File: src/rtl/hamming_arb_pkg.sv
// Shared types and width helpers for the HammingWeight sharing arbiter.
// Provides the sequencer state encoding and the derived-width functions
// used by both the top level and the round-robin picker.
package hamming_arb_pkg;

  // Operand width of the shared HammingWeight unit in the IDP datapath.
  localparam int DEF_DATA_W = 16;

  // Sequencer states: arbitrate, issue start, wait for result, return result.
  typedef enum logic [1:0] {
    ST_IDLE  = 2'd0,
    ST_START = 2'd1,
    ST_WAIT  = 2'd2,
    ST_RESP  = 2'd3
  } arb_state_t;

  // Requester index width; at least one bit even for a single requester.
  function automatic int id_w_f(input int n);
    return (n > 1) ? $clog2(n) : 1;
  endfunction

  // Width needed to hold a population count of a w-bit word (0..w).
  function automatic int hw_w_f(input int w);
    return $clog2(w + 1);
  endfunction

endpackage

File: src/rtl/hamming_share_arb_rr_pick.sv
// Combinational round-robin picker.
// Searches the request vector starting at ptr and wrapping past the top
// index; returns the first requester found as a one-hot grant and as a
// binary index. An empty request vector yields an all-zero grant.
module rr_pick
  import hamming_arb_pkg::*;
#(
  parameter int NUM_REQ = 4,
  parameter int ID_W    = id_w_f(NUM_REQ)
) (
  input  logic [NUM_REQ-1:0] req,
  input  logic [ID_W-1:0]    ptr,
  output logic [NUM_REQ-1:0] grant,
  output logic [ID_W-1:0]    idx
);

  logic found;

  // Two passes: first the indices at or above the pointer, then wrap to 0.
  always_comb begin
    grant = '0;
    idx   = '0;
    found = 1'b0;
    for (int j = 0; j < NUM_REQ; j++) begin
      if (!found && req[j] && (j >= int'(ptr))) begin
        found    = 1'b1;
        grant[j] = 1'b1;
        idx      = ID_W'(j);
      end
    end
    for (int j = 0; j < NUM_REQ; j++) begin
      if (!found && req[j]) begin
        found    = 1'b1;
        grant[j] = 1'b1;
        idx      = ID_W'(j);
      end
    end
  end

endmodule

File: src/rtl/hamming_share_arb.sv
// Round-robin arbiter/sequencer sharing one HammingWeight unit between
// NUM_REQ requesters. One operand is accepted per operation, handed to the
// unit with a one-cycle hw_op_start, and the weight is returned tagged with
// the requester index once hw_vld arrives.
//
// Optional feature (macro HAMMING_ARB_TIMEOUT_EN): adds rsp_err and a WAIT
// cycle counter; if the unit stays silent for TIMEOUT_CYC cycles the
// operation is answered with rsp_err=1 and rsp_hamw=0.
module hamming_share_arb
  import hamming_arb_pkg::*;
#(
  parameter int NUM_REQ     = 4,
  parameter int DATA_W      = DEF_DATA_W,
`ifdef HAMMING_ARB_TIMEOUT_EN
  parameter int TIMEOUT_CYC = 16,
`endif
  localparam int ID_W       = id_w_f(NUM_REQ),
  localparam int HW_W       = hw_w_f(DATA_W)
) (
  input  logic                      clk,
  input  logic                      rst_n,
  input  logic [NUM_REQ-1:0]        req,
  input  logic [NUM_REQ*DATA_W-1:0] req_din,
  output logic [NUM_REQ-1:0]        req_ack,
  output logic                      rsp_vld,
  output logic [ID_W-1:0]           rsp_id,
  output logic [HW_W-1:0]           rsp_hamw,
`ifdef HAMMING_ARB_TIMEOUT_EN
  output logic                      rsp_err,
`endif
  output logic                      busy,
  output logic                      hw_op_start,
  output logic [DATA_W-1:0]         hw_din,
  input  logic                      hw_vld,
  input  logic [HW_W-1:0]           hw_hamw
);

  arb_state_t          state_q;
  arb_state_t          state_d;
  logic [ID_W-1:0]     ptr_q;
  logic [ID_W-1:0]     id_q;
  logic [NUM_REQ-1:0]  grant_w;
  logic [ID_W-1:0]     pick_idx;
  logic [DATA_W-1:0]   din_sel;
  logic                go_start;
  logic                go_resp;
  logic                tmo_hit;

  rr_pick #(
    .NUM_REQ (NUM_REQ),
    .ID_W    (ID_W)
  ) u_pick (
    .req   (req),
    .ptr   (ptr_q),
    .grant (grant_w),
    .idx   (pick_idx)
  );

  // Operand of the current winner, selected by its one-hot grant.
  always_comb begin
    din_sel = '0;
    for (int j = 0; j < NUM_REQ; j++) begin
      if (grant_w[j]) begin
        din_sel = req_din[j*DATA_W +: DATA_W];
      end
    end
  end

`ifdef HAMMING_ARB_TIMEOUT_EN
  localparam int TMO_W = $clog2(TIMEOUT_CYC + 1);

  logic [TMO_W-1:0] tmo_cnt;

  // Counts WAIT cycles; held at zero elsewhere so every WAIT starts from 0.
  always_ff @(posedge clk or negedge rst_n) begin
    if (!rst_n) begin
      tmo_cnt <= '0;
    end else if (state_q == ST_WAIT) begin
      tmo_cnt <= tmo_cnt + TMO_W'(1);
    end else begin
      tmo_cnt <= '0;
    end
  end

  // A result arriving on the last allowed cycle still wins over the abort.
  assign tmo_hit = (state_q == ST_WAIT) && !hw_vld &&
                   (tmo_cnt == TMO_W'(TIMEOUT_CYC - 1));
`else
  assign tmo_hit = 1'b0;
`endif

  // Sequencer next state plus the two transition strobes used by the
  // registered output logic.
  always_comb begin
    state_d  = state_q;
    go_start = 1'b0;
    go_resp  = 1'b0;
    unique case (state_q)
      ST_IDLE: begin
        if (|req) begin
          state_d  = ST_START;
          go_start = 1'b1;
        end
      end
      ST_START: begin
        // hw_vld is deliberately not looked at here.
        state_d = ST_WAIT;
      end
      ST_WAIT: begin
        if (hw_vld || tmo_hit) begin
          state_d = ST_RESP;
          go_resp = 1'b1;
        end
      end
      ST_RESP: begin
        state_d = ST_IDLE;
      end
      default: begin
        state_d = ST_IDLE;
      end
    endcase
  end

  // State register; reset aborts any operation in flight.
  always_ff @(posedge clk or negedge rst_n) begin
    if (!rst_n) begin
      state_q <= ST_IDLE;
    end else begin
      state_q <= state_d;
    end
  end

  // Grant side: latch winner and operand, pulse ack and start for one cycle.
  always_ff @(posedge clk or negedge rst_n) begin
    if (!rst_n) begin
      req_ack     <= '0;
      hw_op_start <= 1'b0;
      hw_din      <= '0;
      id_q        <= '0;
    end else begin
      req_ack     <= go_start ? grant_w : '0;
      hw_op_start <= go_start;
      if (go_start) begin
        hw_din <= din_sel;
        id_q   <= pick_idx;
      end
    end
  end

  // Response side: one-cycle strobe; id and weight hold until the next one.
  always_ff @(posedge clk or negedge rst_n) begin
    if (!rst_n) begin
      rsp_vld  <= 1'b0;
      rsp_id   <= '0;
      rsp_hamw <= '0;
`ifdef HAMMING_ARB_TIMEOUT_EN
      rsp_err  <= 1'b0;
`endif
    end else begin
      rsp_vld <= go_resp;
      if (go_resp) begin
        rsp_id   <= id_q;
        rsp_hamw <= hw_vld ? hw_hamw : '0;
`ifdef HAMMING_ARB_TIMEOUT_EN
        rsp_err  <= !hw_vld;
`endif
      end
    end
  end

  // Round-robin pointer moves just past the requester that was served.
  always_ff @(posedge clk or negedge rst_n) begin
    if (!rst_n) begin
      ptr_q <= '0;
    end else if (state_q == ST_RESP) begin
      ptr_q <= (id_q == ID_W'(NUM_REQ - 1)) ? '0 : id_q + ID_W'(1);
    end
  end

  assign busy = (state_q != ST_IDLE);

endmodule

File: config.mk
export PLATFORM = sky130hd
export DESIGN_NAME = hamming_share_arb
export DESIGN_NICKNAME = d
export VERILOG_FILES = /design/src/rtl/hamming_arb_pkg.sv /design/src/rtl/hamming_share_arb_rr_pick.sv /design/src/rtl/hamming_share_arb.sv
export SDC_FILE = /design/constraint.sdc
export NUM_CORES = 1
export LEC_CHECK = 0
export CAP_MARGIN = 5
export CORE_AREA = 2 2 76 78
export CTS_CLUSTER_DIAMETER = 120
export DETAILED_ROUTE_END_ITERATION = 6
export DIE_AREA = 0 0 78 80
export PLACE_DENSITY_LB_ADDON = 0.2
export SLEW_MARGIN = 10
export SYNTH_ARGS = -nofsm -noshare
export SYNTH_HDL_FRONTEND = slang
export SYNTH_HIERARCHICAL = 1
export SYNTH_SLANG_ARGS = --single-unit
File: constraint.sdc
create_clock -name clk -period 3.35 [get_ports clk]
set_clock_uncertainty 0.15 [all_clocks]
set_input_delay 0.67 -clock clk [delete_from_list [all_inputs] [get_ports clk]]
set_output_delay 0.67 -clock clk [all_outputs]
set_load 0.02 [all_outputs]
# Yosys cells after proc, flatten, opt, wreduce, memory -nomap -nowiden
# Cells that the tools add are included.
[word_totals]
elab_cells = 75
input_bits = 76
out_inout_bits = 30
reg_bits = 35
[classes]
mux = 35
n_reduce_logical = 21
n_eq_ne = 6
magnitude_cmp = 3
n_addsub = 1
[ops]
columns = ["cell", "n"]
rows = [
  ["2-to-1 mux 16 bit", 4],
  ["2-to-1 mux 1 bit", 19],
  ["2-to-1 mux 2 bit", 9],
  ["logical AND 1 bit", 10],
  ["case mux 2 bit (4 select lines)", 1],
  ["zero test 1 bit", 7],
  ["equality test 2 bit (second input constant)", 3],
  ["2-to-1 mux 5 bit", 1],
  [">= comparator 1 x 2 -> 1 bit (first input constant)", 2],
  ["2-to-1 mux 4 bit", 1],
  ["!= test 2 bit (second input constant)", 2],
  ["OR reduction 4 bit", 1],
  ["adder 2 x 1 -> 2 bit (second input constant)", 1],
  ["equality test 2 x 1 -> 1 bit (second input constant)", 1],
  [">= comparator 2 bit (first input constant)", 1],
  ["zero test 2 bit", 1],
  ["AND reduction 2 bit", 1],
  ["nonzero test 2 bit", 1],
]

# Depth between registers and ports, before layout
[logic_depth]
ltp_word = 27
depth_mapped = 9
ltp_nobuf = 6

# Cells and area by module
# Netlist, hierarchy kept.
[by_module_without_submodules]
columns = ["module", "instances", "seq_area_each_um2", "area_per_inst_um2", "cells_each"]
rows = [
  ["hamming_share_arb", 1, 875.8, 1875.5, 195],
  ["rr_pick", 1, 0.0, 209.0, 31],
]

# Worst setup path after synthesis
# OpenSTA, ideal clock, no wires.
[synth_path]
path_kind = "input -> register"
startpoint = "input port req[2]"
endpoint = "register hw_din[10]"
n_path_buf = 3
slack_ns = 1.071
arrival_time_ns = 2.047
path_stages = 9
setup_time_ns = 0.082
required_time_ns = 3.118
path_cell_list = "clkbuf_2 o21a_1 o22ai_1 and2_1 buf_2 buf_2 nand3b_1 a221o_1 a31oi_1"
[synth_via]
word_cells_on_any_way = 30
classes_between = "mux: 17; reduce/logical: 13"
[synth_lines]
columns = ["item", "line", "text"]
rows = [
  ["from (decl)", "hamming_share_arb.sv:22", "input logic [NUM_REQ-1:0] req,"],
  ["logical AND 1 bit (*) (2 in series)", "hamming_share_arb_rr_pick.sv:25", "if (!found && req[j] && (j >= int'(ptr))) begin"],
  ["2-to-1 mux 1 bit (*)", "hamming_share_arb_rr_pick.sv:25", ""],
  ["zero test 1 bit", "hamming_share_arb_rr_pick.sv:25", ""],
  ["logical AND 1 bit", "hamming_share_arb_rr_pick.sv:25", ""],
  ["2-to-1 mux 1 bit (*)", "hamming_share_arb_rr_pick.sv:25", ""],
  ["zero test 1 bit (*)", "hamming_share_arb_rr_pick.sv:32", "if (!found && req[j]) begin"],
  ["logical AND 1 bit (*)", "hamming_share_arb_rr_pick.sv:32", ""],
  ["2-to-1 mux 1 bit (*)", "hamming_share_arb_rr_pick.sv:32", ""],
  ["net grant_w[0]", "hamming_share_arb.sv:42", "logic [NUM_REQ-1:0] grant_w;"],
  ["2-to-1 mux 16 bit (*) (4 in series)", "hamming_share_arb.sv:63", "if (grant_w[j]) begin"],
  ["to (signal assigned)", "hamming_share_arb.sv:144", "hw_din <= din_sel;"],
  ["to (decl)", "hamming_share_arb.sv:33", "output logic [DATA_W-1:0] hw_din,"],
]
# The timed path passes the listed nets; every way through them passes the cells marked *.
# A chain may end at the register's enable or synchronous reset.

# Final worst setup path
[layout_path]
startpoint = "input port req[2]"
endpoint = "register hw_din[12]"
[layout_via]
word_cells_on_any_way = 30
classes_between = "mux: 17; reduce/logical: 13"
[layout_lines]
columns = ["item", "line"]
rows = [
  ["logical AND 1 bit (*) (2 in series)", "hamming_share_arb_rr_pick.sv:25"],
  ["2-to-1 mux 1 bit (*)", "hamming_share_arb_rr_pick.sv:25"],
  ["zero test 1 bit", "hamming_share_arb_rr_pick.sv:25"],
  ["logical AND 1 bit", "hamming_share_arb_rr_pick.sv:25"],
  ["2-to-1 mux 1 bit (*)", "hamming_share_arb_rr_pick.sv:25"],
  ["zero test 1 bit", "hamming_share_arb_rr_pick.sv:32"],
  ["logical AND 1 bit", "hamming_share_arb_rr_pick.sv:32"],
  ["2-to-1 mux 1 bit (*)", "hamming_share_arb_rr_pick.sv:32"],
  ["zero test 1 bit (*)", "hamming_share_arb_rr_pick.sv:32"],
  ["logical AND 1 bit (*)", "hamming_share_arb_rr_pick.sv:32"],
  ["2-to-1 mux 1 bit (*)", "hamming_share_arb_rr_pick.sv:32"],
  ["net grant_w[1]", "hamming_share_arb.sv:42"],
  ["2-to-1 mux 16 bit (*) (3 in series)", "hamming_share_arb.sv:63"],
]
# Marked as above.

==> qor.yml <==
grt_max_degree: 36
synth.net_count: 306
syn_area_um2: 2080
grt_antenna_before_repair: 0
p_per_area_nw_per_um2: 790
slew_headroom_pct: 48.6
clockRootBuffer: "clkbuf_8"
start_util_pct: 38.6
hold_viol_final: 0
io_pins: 106
first_iter_violations: 104
rsz0062_at_grt: "no"
start_kind: "input pin"
cpMaxStageDelayCell: "clkdlybuf4s50_1"
hold_buffers: 0
vdd_drop_max_uv: 316
hold_class: "input pin to async pin"
yosysSeqAreaShare_pct: 42.0
p_sw_mw: 1.00
layout.nets: 400
clk_pin_slew_ns: 0.07
worst_pin_slew_ns: 0.772
synth_area_leaders: "dfrtp_1 (42%), a221o_1 (7.7%), nand3b_1 (6.1%)"
yosysTopAreaCell: "dfrtp_1"
finalSetupViolations: 0
status: "completed"
intPower_mw: 1.54
max_freq_mhz: 374
p_comb_share_pct: 57.8
setup_tns_ns: 0
path_class: "input pin to flip-flop"
die_y_um: 80
clock-sinks: 35
synth_cell_types: 34
grt_pass1_wl_um: 8690
area_delta_synth_final_pct: 54.5
drtAntennaViolNets: 0
track_usage_pct: 17.6
dp_slack_ns: 0.419
synth_edf_count: 0
synthTopCellsByCount: "dfrtp_1 (35), inv_1 (21), a21oi_1 (20), nand2_1 (19), nor2_1 (19)"
cp_data_arrival_time_ns: 2.73
clkLatencyLatePin_ns: 0.28
fp.dieW_um: 78
max_stage_delay_ns: 0.68
overflow: 0
htree_num_levels: 2
drive_above_1_share_pct: 8.13
num_rows: 27
core-area_um2: 5410
cp-end-kind: "flip-flop"
yosys_register_bits: 35
dieArea_um2: 6240
cts_inserted_buffers: 5
first_pass_iters: 4
antenna_cells: 0
critPathMaxFanout: 33
seqPwrFrac_pct: 30.2
dp_hpwl_um: 4020
p_leak_nw: 1.33
io_buffers: 105
drt_wl_total_um: 5560
routed_via_density: 5.08
cts_buffer_depth: 2
tritoncts: "done"
path_cells: "clkdlybuf4s50_1 -> nor2b_1 -> o21ai_0 -> and3_1 -> buf_4 -> nand3b_1 -> a221o_1 -> a31oi_1"
clkPwrFrac_pct: 11.9
yosysMostFrequentCell: "dfrtp_1"
swShare_pct: 39.4
drv_cap: 0
synth_flop_cell: "dfrtp_1"
min_period_ns: 2.68
drc: 0
synthArstFlopShare_pct: 100
vias: 1991
grt_pass1_vias: 1925
gp_congestion: 0.828
post-cts-setup-buffer-count: 0
finalCritPeriodShare_pct: 79.9
syn_avg_cell_area_um2: 9.22
synthCells: 226
post-synth-top-area-fraction_pct: 42.0
ys_warn_count: 6
wl_per_cell_um: 14.2
worst-endpoint-required_ns: 3.40
worst_slack_ns: 0.673
final_max_slew_viol_count: 0
cts_resized: 0
-- placed cells by master, fill, tap and decap left out, drive strengths merged, types with 2 or more instances in the layout --
cell type      netlist  layout
buf                 12       5
mux2                12      12
a31oi               16      16
clkdlybuf4s50        0     104
o21ai                2       2
nor2                19      19
nand3b              17      17
inv                 21      21
clkbuf              10       6
o21a                 2       2
and2                 5       5
a221oi               2       2
a21oi               20      20
nor2b                3       3
nand2               19      19
dfrtp               35      35
ha                   4       4
a221o               16      16
-- critical path: cells and delay by family --
kind | cells | cell delay [ns]
AOI/OAI and AO/OA | 3 | 0.56
buffers and inverters | 2 | 0.90
and+or+nand+nor | 3 | 0.59
-- cell type report --
type | instances | area, um2
Fill cell | 523 | 2180
Timing Repair Buffer | 109 | 1080
Multi-Input combinational cell | 148 | 1010
Sequential cell | 35 | 876
Tap cell | 72 | 90.1
Clock buffer | 6 | 82.6
Inverter | 21 | 78.8
Clock inverter | 1 | 5.00
-- power groups by stage --
stage | sequential (mW) | combinational, mW | clock (mW)
6_report | 0.770 | 1.47 | 0.304
5_1_grt | 0.799 | 1.61 | 0.331
4_1_cts | 0.772 | 1.48 | 0.314
3_5_place_dp | 0.779 | 1.48 | 0
3_3_place_gp | 0.771 | 1.46 | 0
2_1_floorplan | 0.936 | 0.776 | 0
-- state kept, by name, indices dropped and copies added, names as in the netlist --
register     cells
rsp_id           2
rsp_vld          1
id_q             2
hw_op_start      1
rsp_hamw         5
hw_din          16
ptr_q            2
req_ack          4
state_q          2
-- metrics by stage --
| stage | instance area (um2) | util [%] | std cells | hold slack, ns | total power [mW] |
|---|---|---|---|---|---|
| 6_report | 3220 | 59.6 | 392 | 0.310 | 2.54 |
| 5_1_grt | 3220 | 59.6 | 392 | 0.371 | 2.74 |
| 4_1_cts | 3220 | 59.6 | 392 | 0.343 | 2.57 |
| 3_5_place_dp | 3130 | 58.0 | 385 | 0.344 | 2.26 |
| 3_3_place_gp | 3130 | 58.0 | 385 | 0.336 | 2.23 |
| 2_1_floorplan | 2080 | - | 226 | 0.224 | 1.71 |
-- per-layer routing --
layer  vias up  global-route usage, %  wire (um)
met2        75                   31.7       2720
met5         -                      0          0
li1        989                      -          -
met1       920                   19.6       2340
met4         0                   6.49         68
met3         7                   5.32        436
-- final timing paths --
kind | startpoint | end | slack (ns) | cells after the start
max | req[2] | hw_din[12]$_DFFE_PN0P_ | 0.67 | 8
min | rst_n | hw_din[0]$_DFFE_PN0P_ | 0.31 | 1
max reg2reg | ptr_q[1]$_DFFE_PN0N_ | hw_din[12]$_DFFE_PN0P_ | 1.16 | 7
min reg2reg | rsp_id[1]$_DFFE_PN0P_ | rsp_id[1]$_DFFE_PN0P_ | 0.36 | 1
max in group asynchronous | rst_n | req_ack[3]$_DFF_PN0_ | 2.25 | 1
min in group clk | rsp_id[1]$_DFFE_PN0P_ | rsp_id[1]$_DFFE_PN0P_ | 0.36 | 1
-- cells by family (layout without fill, tap and decap cells) --
| logic type | after synthesis | after routing | synth area share, % |
|---|---|---|---|
| mux | 13 | 13 | 7.32 |
| simple gates | 66 | 66 | 16.3 |
| buf+inv | 43 | 137 | 9.42 |
| compound gates | 65 | 65 | 22.6 |
| flops | 35 | 35 | 42.0 |
| fa+ha+maj | 4 | 4 | 2.40 |
No activity file was read; power rests on OpenSTA's default activity.
